[config.mk]
export PLATFORM = sky130hd
export DESIGN_NAME = servant_spi_bus_arbiter_flat
export DESIGN_NICKNAME = d
export VERILOG_FILES = /design/src/rtl/servant_spi_bus_arbiter_pkg.sv /design/src/rtl/servant_spi_bus_arbiter_if.sv /design/src/rtl/servant_spi_bus_arbiter_rr_arb.sv /design/src/rtl/servant_spi_bus_arbiter.sv /design/src/flat_wrapper.sv
export SDC_FILE = /design/constraint.sdc
export NUM_CORES = 1
export LEC_CHECK = 0
export BUFFER_PORTS_ARGS = -buffer_cell sky130_fd_sc_hd__clkbuf_2
export CAP_MARGIN = 10
export CORE_UTILIZATION = 42
export CTS_CLUSTER_DIAMETER = 200
export DETAILED_ROUTE_END_ITERATION = 16
export PLACE_DENSITY_LB_ADDON = 0.05
export SYNTH_ARGS = -nofsm -noshare
export SYNTH_HDL_FRONTEND = slang
export SYNTH_HIERARCHICAL = 1
export SYNTH_SLANG_ARGS = --single-unit
[constraint.sdc]
create_clock -name clock -period 1.7 [get_ports clock]
set_clock_uncertainty 0.1 [all_clocks]
set_input_delay 0.085 -clock clock [delete_from_list [all_inputs] [get_ports clock]]
set_output_delay 0.085 -clock clock [all_outputs]
set_load 0.03 [all_outputs]
[src/rtl/servant_spi_bus_arbiter_pkg.sv]
// Shared constants for the SPI RAM bus arbiter: FSM state codes and the full byte-enable mask.
package servant_spi_pkg;

    localparam logic [2:0] ST_IDLE    = 3'd0;
    localparam logic [2:0] ST_LAUNCH  = 3'd1;
    localparam logic [2:0] ST_BUSY    = 3'd2;
    localparam logic [2:0] ST_RESP    = 3'd3;
    localparam logic [2:0] ST_HOLDOFF = 3'd4;

    localparam logic [3:0] SPI_SEL_FULL = 4'hF;

    typedef logic [31:0] word_t;

endpackage

[src/rtl/servant_spi_bus_arbiter_if.sv]
// Bundle of the ibus, dbus and downstream SPI master Wishbone signals around the arbiter.
// The master modport is the arbiter's view; the slave modport is the CPU/SPI-master side.
interface servant_spi_bus_arbiter_if #(
    parameter int ADDRESS_WIDTH = 24
) ();
    import servant_spi_pkg::*;

    logic [ADDRESS_WIDTH-3:0] i_ibus_adr;
    logic                     i_ibus_cyc;
    word_t                    o_ibus_rdt;
    logic                     o_ibus_ack;

    logic [ADDRESS_WIDTH-3:0] i_dbus_adr;
    word_t                    i_dbus_dat;
    logic [3:0]               i_dbus_sel;
    logic                     i_dbus_we;
    logic                     i_dbus_cyc;
    word_t                    o_dbus_rdt;
    logic                     o_dbus_ack;

    logic [ADDRESS_WIDTH-3:0] o_spi_adr;
    word_t                    o_spi_dat;
    logic [3:0]               o_spi_sel;
    logic                     o_spi_we;
    logic                     o_spi_cyc;
    word_t                    i_spi_rdt;
    logic                     i_spi_ack;

    modport master (
        input  i_ibus_adr, i_ibus_cyc, i_dbus_adr, i_dbus_dat, i_dbus_sel, i_dbus_we,
               i_dbus_cyc, i_spi_rdt, i_spi_ack,
        output o_ibus_rdt, o_ibus_ack, o_dbus_rdt, o_dbus_ack,
               o_spi_adr, o_spi_dat, o_spi_sel, o_spi_we, o_spi_cyc
    );

    modport slave (
        output i_ibus_adr, i_ibus_cyc, i_dbus_adr, i_dbus_dat, i_dbus_sel, i_dbus_we,
               i_dbus_cyc, i_spi_rdt, i_spi_ack,
        input  o_ibus_rdt, o_ibus_ack, o_dbus_rdt, o_dbus_ack,
               o_spi_adr, o_spi_dat, o_spi_sel, o_spi_we, o_spi_cyc
    );

endinterface

[src/rtl/servant_spi_bus_arbiter_rr_arb.sv]
// Two-way round-robin picker between ibus and dbus; purely combinational, pointer held by parent.
// Zero latency; on a tie the requester not served last wins.
module servant_spi_rr_arb (
    input  logic ibus_cyc,
    input  logic dbus_cyc,
    input  logic last_dbus,
    output logic grant_valid,
    output logic grant_dbus
);

    assign grant_valid = ibus_cyc | dbus_cyc;
    assign grant_dbus  = dbus_cyc & (~ibus_cyc | ~last_dbus);

endmodule

[src/rtl/servant_spi_bus_arbiter.sv]
// Shares one SPI RAM Wishbone master between SERV ibus and dbus, one registered request at a time.
// Upstream latency = downstream busy time + 3 cycles; requesters stall on cyc until their ack pulse.
module servant_spi_bus_arbiter
    import servant_spi_pkg::*;
#(
    parameter int ADDRESS_WIDTH = 24
) (
    input  logic                    clock,
    input  logic                    reset_n,
    servant_spi_bus_arbiter_if.master bus,
    output logic                    o_grant_dbus,
    output logic                    o_busy
);

    logic [2:0]               state;
    logic                     last_dbus;
    logic                     grant_dbus;
    logic [ADDRESS_WIDTH-3:0] spi_adr;
    word_t                    spi_dat;
    logic [3:0]               spi_sel;
    logic                     spi_we;
    word_t                    ibus_rdt;
    word_t                    dbus_rdt;

    logic                     arb_vld;
    logic                     arb_dbus;

    servant_spi_rr_arb u_arb (
        .ibus_cyc    (bus.i_ibus_cyc),
        .dbus_cyc    (bus.i_dbus_cyc),
        .last_dbus   (last_dbus),
        .grant_valid (arb_vld),
        .grant_dbus  (arb_dbus)
    );

    always_ff @(posedge clock or negedge reset_n) begin
        if (!reset_n) begin
            state      <= ST_IDLE;
            last_dbus  <= 1'b1;
            grant_dbus <= 1'b0;
            spi_adr    <= '0;
            spi_dat    <= '0;
            spi_sel    <= '0;
            spi_we     <= 1'b0;
            ibus_rdt   <= '0;
            dbus_rdt   <= '0;
        end else begin
            case (state)
                ST_IDLE: begin
                    if (arb_vld) begin
                        state      <= ST_LAUNCH;
                        grant_dbus <= arb_dbus;
                        last_dbus  <= arb_dbus;
                        if (arb_dbus) begin
                            spi_adr <= bus.i_dbus_adr;
                            spi_dat <= bus.i_dbus_dat;
                            spi_sel <= bus.i_dbus_sel;
                            spi_we  <= bus.i_dbus_we;
                        end else begin
                            spi_adr <= bus.i_ibus_adr;
                            spi_dat <= '0;
                            spi_sel <= SPI_SEL_FULL;
                            spi_we  <= 1'b0;
                        end
                    end
                end
                // The SPI master's idle ack is still high here, so it is not sampled.
                ST_LAUNCH: state <= ST_BUSY;
                ST_BUSY: begin
                    if (bus.i_spi_ack) begin
                        state <= ST_RESP;
                        if (grant_dbus) dbus_rdt <= bus.i_spi_rdt;
                        else            ibus_rdt <= bus.i_spi_rdt;
                    end
                end
                ST_RESP:    state <= ST_HOLDOFF;
                ST_HOLDOFF: state <= ST_IDLE;
                default:    state <= ST_IDLE;
            endcase
        end
    end

    // cyc drops in the ack cycle itself so the SPI master never sees cyc while it is idle again.
    assign bus.o_spi_cyc  = (state == ST_LAUNCH) | ((state == ST_BUSY) & ~bus.i_spi_ack);
    assign bus.o_spi_adr  = spi_adr;
    assign bus.o_spi_dat  = spi_dat;
    assign bus.o_spi_sel  = spi_sel;
    assign bus.o_spi_we   = spi_we;

    assign bus.o_ibus_ack = (state == ST_RESP) & ~grant_dbus;
    assign bus.o_dbus_ack = (state == ST_RESP) &  grant_dbus;
    assign bus.o_ibus_rdt = ibus_rdt;
    assign bus.o_dbus_rdt = dbus_rdt;

    assign o_grant_dbus   = grant_dbus;
    assign o_busy         = (state != ST_IDLE);

endmodule

[src/flat_wrapper.sv]
// flat-port wrapper written by rule: the top's interface ports become plain ports
module servant_spi_bus_arbiter_flat import servant_spi_pkg::*;
#(
    parameter int ADDRESS_WIDTH = 24
)
  (clock, reset_n, o_grant_dbus, o_busy, bus_i_ibus_adr, bus_i_ibus_cyc, bus_i_dbus_adr, bus_i_dbus_dat, bus_i_dbus_sel, bus_i_dbus_we, bus_i_dbus_cyc, bus_i_spi_rdt, bus_i_spi_ack, bus_o_ibus_rdt, bus_o_ibus_ack, bus_o_dbus_rdt, bus_o_dbus_ack, bus_o_spi_adr, bus_o_spi_dat, bus_o_spi_sel, bus_o_spi_we, bus_o_spi_cyc);
  servant_spi_bus_arbiter_if #(.ADDRESS_WIDTH(ADDRESS_WIDTH)) bus_i ();
  input  logic clock;
  input  logic reset_n;
  output logic o_grant_dbus;
  output logic o_busy;
  input wire logic [$bits(bus_i.i_ibus_adr)-1:0] bus_i_ibus_adr;
  input wire logic [$bits(bus_i.i_ibus_cyc)-1:0] bus_i_ibus_cyc;
  input wire logic [$bits(bus_i.i_dbus_adr)-1:0] bus_i_dbus_adr;
  input wire logic [$bits(bus_i.i_dbus_dat)-1:0] bus_i_dbus_dat;
  input wire logic [$bits(bus_i.i_dbus_sel)-1:0] bus_i_dbus_sel;
  input wire logic [$bits(bus_i.i_dbus_we)-1:0] bus_i_dbus_we;
  input wire logic [$bits(bus_i.i_dbus_cyc)-1:0] bus_i_dbus_cyc;
  input wire logic [$bits(bus_i.i_spi_rdt)-1:0] bus_i_spi_rdt;
  input wire logic [$bits(bus_i.i_spi_ack)-1:0] bus_i_spi_ack;
  output wire logic [$bits(bus_i.o_ibus_rdt)-1:0] bus_o_ibus_rdt;
  output wire logic [$bits(bus_i.o_ibus_ack)-1:0] bus_o_ibus_ack;
  output wire logic [$bits(bus_i.o_dbus_rdt)-1:0] bus_o_dbus_rdt;
  output wire logic [$bits(bus_i.o_dbus_ack)-1:0] bus_o_dbus_ack;
  output wire logic [$bits(bus_i.o_spi_adr)-1:0] bus_o_spi_adr;
  output wire logic [$bits(bus_i.o_spi_dat)-1:0] bus_o_spi_dat;
  output wire logic [$bits(bus_i.o_spi_sel)-1:0] bus_o_spi_sel;
  output wire logic [$bits(bus_i.o_spi_we)-1:0] bus_o_spi_we;
  output wire logic [$bits(bus_i.o_spi_cyc)-1:0] bus_o_spi_cyc;
  assign bus_i.i_ibus_adr = bus_i_ibus_adr;
  assign bus_i.i_ibus_cyc = bus_i_ibus_cyc;
  assign bus_i.i_dbus_adr = bus_i_dbus_adr;
  assign bus_i.i_dbus_dat = bus_i_dbus_dat;
  assign bus_i.i_dbus_sel = bus_i_dbus_sel;
  assign bus_i.i_dbus_we = bus_i_dbus_we;
  assign bus_i.i_dbus_cyc = bus_i_dbus_cyc;
  assign bus_i.i_spi_rdt = bus_i_spi_rdt;
  assign bus_i.i_spi_ack = bus_i_spi_ack;
  assign bus_o_ibus_rdt = bus_i.o_ibus_rdt;
  assign bus_o_ibus_ack = bus_i.o_ibus_ack;
  assign bus_o_dbus_rdt = bus_i.o_dbus_rdt;
  assign bus_o_dbus_ack = bus_i.o_dbus_ack;
  assign bus_o_spi_adr = bus_i.o_spi_adr;
  assign bus_o_spi_dat = bus_i.o_spi_dat;
  assign bus_o_spi_sel = bus_i.o_spi_sel;
  assign bus_o_spi_we = bus_i.o_spi_we;
  assign bus_o_spi_cyc = bus_i.o_spi_cyc;
  servant_spi_bus_arbiter #(.ADDRESS_WIDTH(ADDRESS_WIDTH)) u_core (.clock(clock), .reset_n(reset_n), .bus(bus_i), .o_grant_dbus(o_grant_dbus), .o_busy(o_busy));
endmodule
== After elaboration in Yosys (flattened, before gate mapping) ==
Index checks and enable logic that the tools add are counted.

* Mux-type cells: 7
* Bitwise operators: 11
* Reductions and logical operators: 6
* Eq/ne operators: 5

{| class="wikitable"
|+ Operator list
! operator !! number
|-
| two-way mux 32 bit || 1
|-
| two-way mux 22 bit || 1
|-
| case mux 3 bit (4 select lines) || 1
|-
| equality test 3 x 2 -> 1 bit (second input constant) || 2
|-
| two-way mux 3 bit || 2
|-
| AND reduction 3 bit || 2
|-
| AND 1 bit || 4
|-
| two-way mux 4 bit || 1
|-
| NOT 1 bit || 4
|-
| AND reduction 2 bit || 2
|-
| equality test 3 x 1 -> 1 bit (second input constant) || 1
|-
| zero test 3 bit || 1
|-
| bitwise OR 1 bit || 3
|-
| nonzero test 3 bit || 1
|-
| != test 2 x 1 -> 1 bit (second input constant) || 1
|-
| != test 2 bit (second input constant) || 1
|-
| two-way mux 1 bit || 1
|}

* Input port bits: 118
* Register bits: 128
* Word-level logic and storage cells: 38

== Depth between registers and ports, before layout ==
* Depth in word-level cells: 4
* Gate-level depth with buffers: 7

== By module ==
Netlist, hierarchy kept.

{| class="wikitable"
|+ Modules (own cells, without submodules)
! module !! area an instance (µm²) !! cells each !! sequential area each (µm²) !! instances
|-
| servant_spi_bus_arbiter || 5,123.7 || 421 || 3,204.3 || 1
|-
| servant_spi_rr_arb || 13.8 || 2 || 0.0 || 1
|}

== Least setup slack after synthesis ==
Ideal clock, no wire load.

* Path type: register to register
* Start point: register u_core.state[0]
* End point: register u_core.spi_dat[20] (netlist: u_core/bus.o_spi_dat[20])
* Slack: 0.001 ns
* Arrival time: 1.482 ns
* Period minus slack after synthesis: 1.699 ns
* Setup time: 0.117 ns
* Stages on the path, launching flop included: 8
* Cells stage by stage: dfrtp_1 buf_6 or4b_4 buf_6 buf_6 buf_6 nand2_1 nand2_1

* Word-level cells in the longest chain between the ends: 2

{| class="wikitable"
|+ RTL lines
! item !! RTL line !! text
|-
| start: declaration || servant_spi_bus_arbiter.sv:15 || <nowiki>logic [2:0] state;</nowiki>
|-
| start signal: assignment || servant_spi_bus_arbiter.sv:38 || <nowiki>state <= ST_IDLE;</nowiki>
|-
| start signal: assignment || servant_spi_bus_arbiter.sv:51 || <nowiki>state <= ST_LAUNCH;</nowiki>
|-
| start signal: assignment || servant_spi_bus_arbiter.sv:68 || <nowiki>ST_LAUNCH: state <= ST_BUSY;</nowiki>
|-
| zero test 3 bit || servant_spi_bus_arbiter.sv:48 || <nowiki>case (state)</nowiki>
|-
| AND reduction 2 bit (no line) || n/a ||
|-
| end signal: assignment || servant_spi_bus_arbiter.sv:56 || <nowiki>spi_dat <= bus.i_dbus_dat;</nowiki>
|-
| end: declaration || servant_spi_bus_arbiter.sv:19 || <nowiki>word_t spi_dat;</nowiki>
|}

Every way passes these cells.
A chain may end at the register's enable or synchronous reset.

== Final worst setup path ==
* Start point: register u_core.state[2]
* End point: register u_core.spi_dat[2] (netlist: u_core/bus.o_spi_dat[2])

Same word-level chain as after synthesis.

==> flow_summary.toml <==
[timing]
layout_setup_ws_ns = -0.0871
finalMaxSlewViolations = 0
min_period_ns = 1.79
fin_crit_sh_pct = 105
max_freq_ghz = 0.560
tightest_slew_ns = 0.357
hold_violations = 0
relSlewSlack_pct = 76.2
grt_setup_unrepaired = "true"
setup_viol = 60
fin_tns_setup_ns = -3.17

[setup_path]
cp-end-kind = "register"
crit_arrival_ns = 1.98
setup.worst_path.end = "u_core/bus.o_spi_dat[2]"
start_kind = "register"
crit_path_frequent_cell = "nand2_1"
ff2ff_setup_slack_ns = -0.09
cp.required_ns = 1.90
crit_slowest_cell = "or4b_4"
slowest_delay_ns = 0.66
cp_cell_sequence = "buf_6 -> or4b_4 -> clkbuf_16 -> nand2_1 -> nand2_1"
path_depth = 5
critPathMaxFanout = 13
critPathTopFamily = "simple AND/OR/NAND/NOR gates"
rr_worst_depth = 5
critical_path_class = "register to register"
crit_start = "u_core/state[2]"
worst-path-buf-inv = 2
timing.rr.start = "u_core/state[2]"
r2r-end = "u_core/bus.o_spi_dat[2]"

[pwr]
power_density_nw_per_um2 = 2090
p_leak_uw = 0.00453
power_uw = 18300
vdd_drop_max_v = 0.00109

[placement]
dpl.cell_count = 801
port_buffers = 245
place_area_um2 = 6590
hpwl_mm = 8.60
routabilityCongestion = 0.721

[global_route]
use_met2_pct = 40.0
gr-usage-met3_pct = 7.18
grt_first_pass_wirelength_mm = 22.8
gr-usage-met1_pct = 26.3
gr-total-overflow = 0
antenna_found_initial = 0
grt_max_degree = 67
grt.total_usage_pct = 23.4
grt.busiest_layer = "met2"
grt_pass1_vias = 4743

[clock_network]
cts-root-buf = "clkbuf_16"
clk_path_buf_depth = 2
cts_tree = "built"
cts_max_level = 4
cts_sinks = 128
cts.reportedPaths.clkPinSlew_ns = 0.05
clk_latency_ns = 0.41
numCtsBuffers = 17

[synthesis]
synthCells = 423
synth-seq-cells = 128
ys_seq_area_share_pct = 62.4
syn-num-nets = 541
synth_compound_area_share_pct = 3.12
synth_top_family_by_area = "multiplexers"
synthDistinctLibCells = 28
synth-xor-area-share_pct = 0
synth-simple-area-share_pct = 12.6
synth.cell_area_um2 = 5140
yosysWarnings = 6
avgSynthCellArea_um2 = 12.1
synthAdderAreaFrac_pct = 0
synthMuxAreaShare_pct = 18.3

[floorplan]
core-area_um2 = 12000
dieArea_um2 = 12700
start_util_pct = 42.9
die_w_um = 113
fp.dieH_um = 113
rows = 40
ios = 246

[hold_path]
hp-class = "input port to async pin"

[run_status]
outcome = "complete, but fails checks"
violations = "setup timing"

[flow_run]
cap_violations = 0

[drt]
first_pass_iters = 4
viasPerCell = 4.80
drt-initial-drc-count = 183
ant_nets = 0
postRouteWirelength_mm = 15.1
dr_total_vias = 4610
drc_errors = 0
drt-wirelength-per-cell_um = 15.8

[finish]
layout_common_cells = "clkbuf_2 (241), dfrtp_1 (125), dlygate4sd3_1 (115)"
layout-drive-gt1-share_pct = 49.4
fin_util_pct = 73.3
fin_cells = 961
syn_to_final_growth_pct = 70.6
final_common_cell = "clkbuf_2"
fin_area_um2 = 8760
n_antenna_cell = 0
fin_nets = 919
[routing by layer]
layer  vias up  part of all wire, %
li1       2194                    -
met1      2196                   39
met2       185                   52
met3        35                  6.6
met4         0                  2.9
met5         -                    0
[kinds of logic after synthesis]
kind of cell | count (synthesis)
AO/OA/AOI/OAI | 30
buffers and inverters | 33
flip-flops | 128
multiplexers | 86
AND/OR/NAND/NOR | 146
[worst min-delay path by stage]
stage / depth (start not counted) / endpoint / start / slack, ns
after floorplan: 0 / u_core/bus.o_dbus_rdt[0] / reset_n / -0.31
after global placement: 1 / u_core/bus.o_ibus_rdt[28] / reset_n / -0.09
after detailed placement: 1 / u_core/bus.o_dbus_rdt[28] / reset_n / -0.08
after CTS: 2 / u_core/bus.o_dbus_rdt[28] / reset_n / 0.02
after global routing: 2 / u_core/bus.o_ibus_rdt[21] / reset_n / 0.05
final: 2 / u_core/bus.o_dbus_rdt[28] / reset_n / 0.03
[state kept, by name (all words and copies together), names as in the netlist]
register	cells
u_core/state	3
u_core/bus.o_ibus_rdt	32
u_core/bus.o_spi_sel	4
u_core/o_grant_dbus	1
u_core/bus.o_spi_we	1
u_core/last_dbus	1
u_core/bus.o_spi_dat	32
u_core/bus.o_spi_adr	22
u_core/bus.o_dbus_rdt	32
[stage by stage]
step / worst slack (ns) / hold WS [ns]
finish: -0.0871 / 0.0310
global route: -0.131 / 0.0520
CTS: -0.103 / 0.0179
detailed placement: 0.0336 / -0.0801
global placement: 0.0916 / -0.0860
floorplan: 0.000634 / -0.311
[report_power, final]
part	total [uW]	switching (uW)	internal (uW)
Sequential	5440	868	4570
Combinational	9000	5670	3330
Clock	3840	1280	2560
Total	18300	7820	10500
[cell type report]
cell class                      count  area, um2
Fill cell                         840       3200
Timing Repair Buffer              388       2830
Sequential cell                   128       3210
Tap cell                          147        184
Clock buffer                       22        474
Clock inverter                     10        158
Inverter                            4       15.0
Multi-Input combinational cell    262       1900
[what timing repair did]
item                                    4_1_cts  5_1_grt
resized for setup                            17       52
endpoints found under the hold margin       251        0
endpoints found under the setup margin        3      120
setup buffers                                 5        1
hold buffers                                115        0
pin swaps                                     6        8
cloned                                        0        7
[Yosys cell counts]
| cell type | n | area, um2 |
|---|---|---|
| or4b_4 | 1 | 13.8 |
| a21oi_1 | 2 | 10.0 |
| o21ai_0 | 17 | 85.1 |
| a21boi_1 | 1 | 7.51 |
| buf_6 | 5 | 56.3 |
| a21boi_0 | 1 | 7.51 |
| and2_1 | 1 | 6.26 |
| dfrtp_1 | 127 | 3180 |
| or3_1 | 1 | 6.26 |
| buf_2 | 17 | 85.1 |
| nor4b_2 | 1 | 15.0 |
| a31oi_1 | 4 | 25.0 |
| dfstp_2 | 1 | 26.3 |
| or2_1 | 1 | 6.26 |
| nand2_1 | 95 | 357 |
| nor4_4 | 1 | 21.3 |
| nand2b_1 | 3 | 18.8 |
| o21ai_1 | 5 | 25.0 |
| mux2_2 | 63 | 709 |
| nor3_1 | 1 | 5.00 |
| nor2_1 | 6 | 22.5 |
| mux2_1 | 1 | 11.3 |
| nand4_1 | 1 | 6.26 |
| or2_2 | 1 | 6.26 |
| nand3_1 | 33 | 165 |
| mux2i_1 | 22 | 220 |
| inv_1 | 4 | 15.0 |
| clkbuf_1 | 7 | 26.3 |
(Power assumes the default switching activity.)
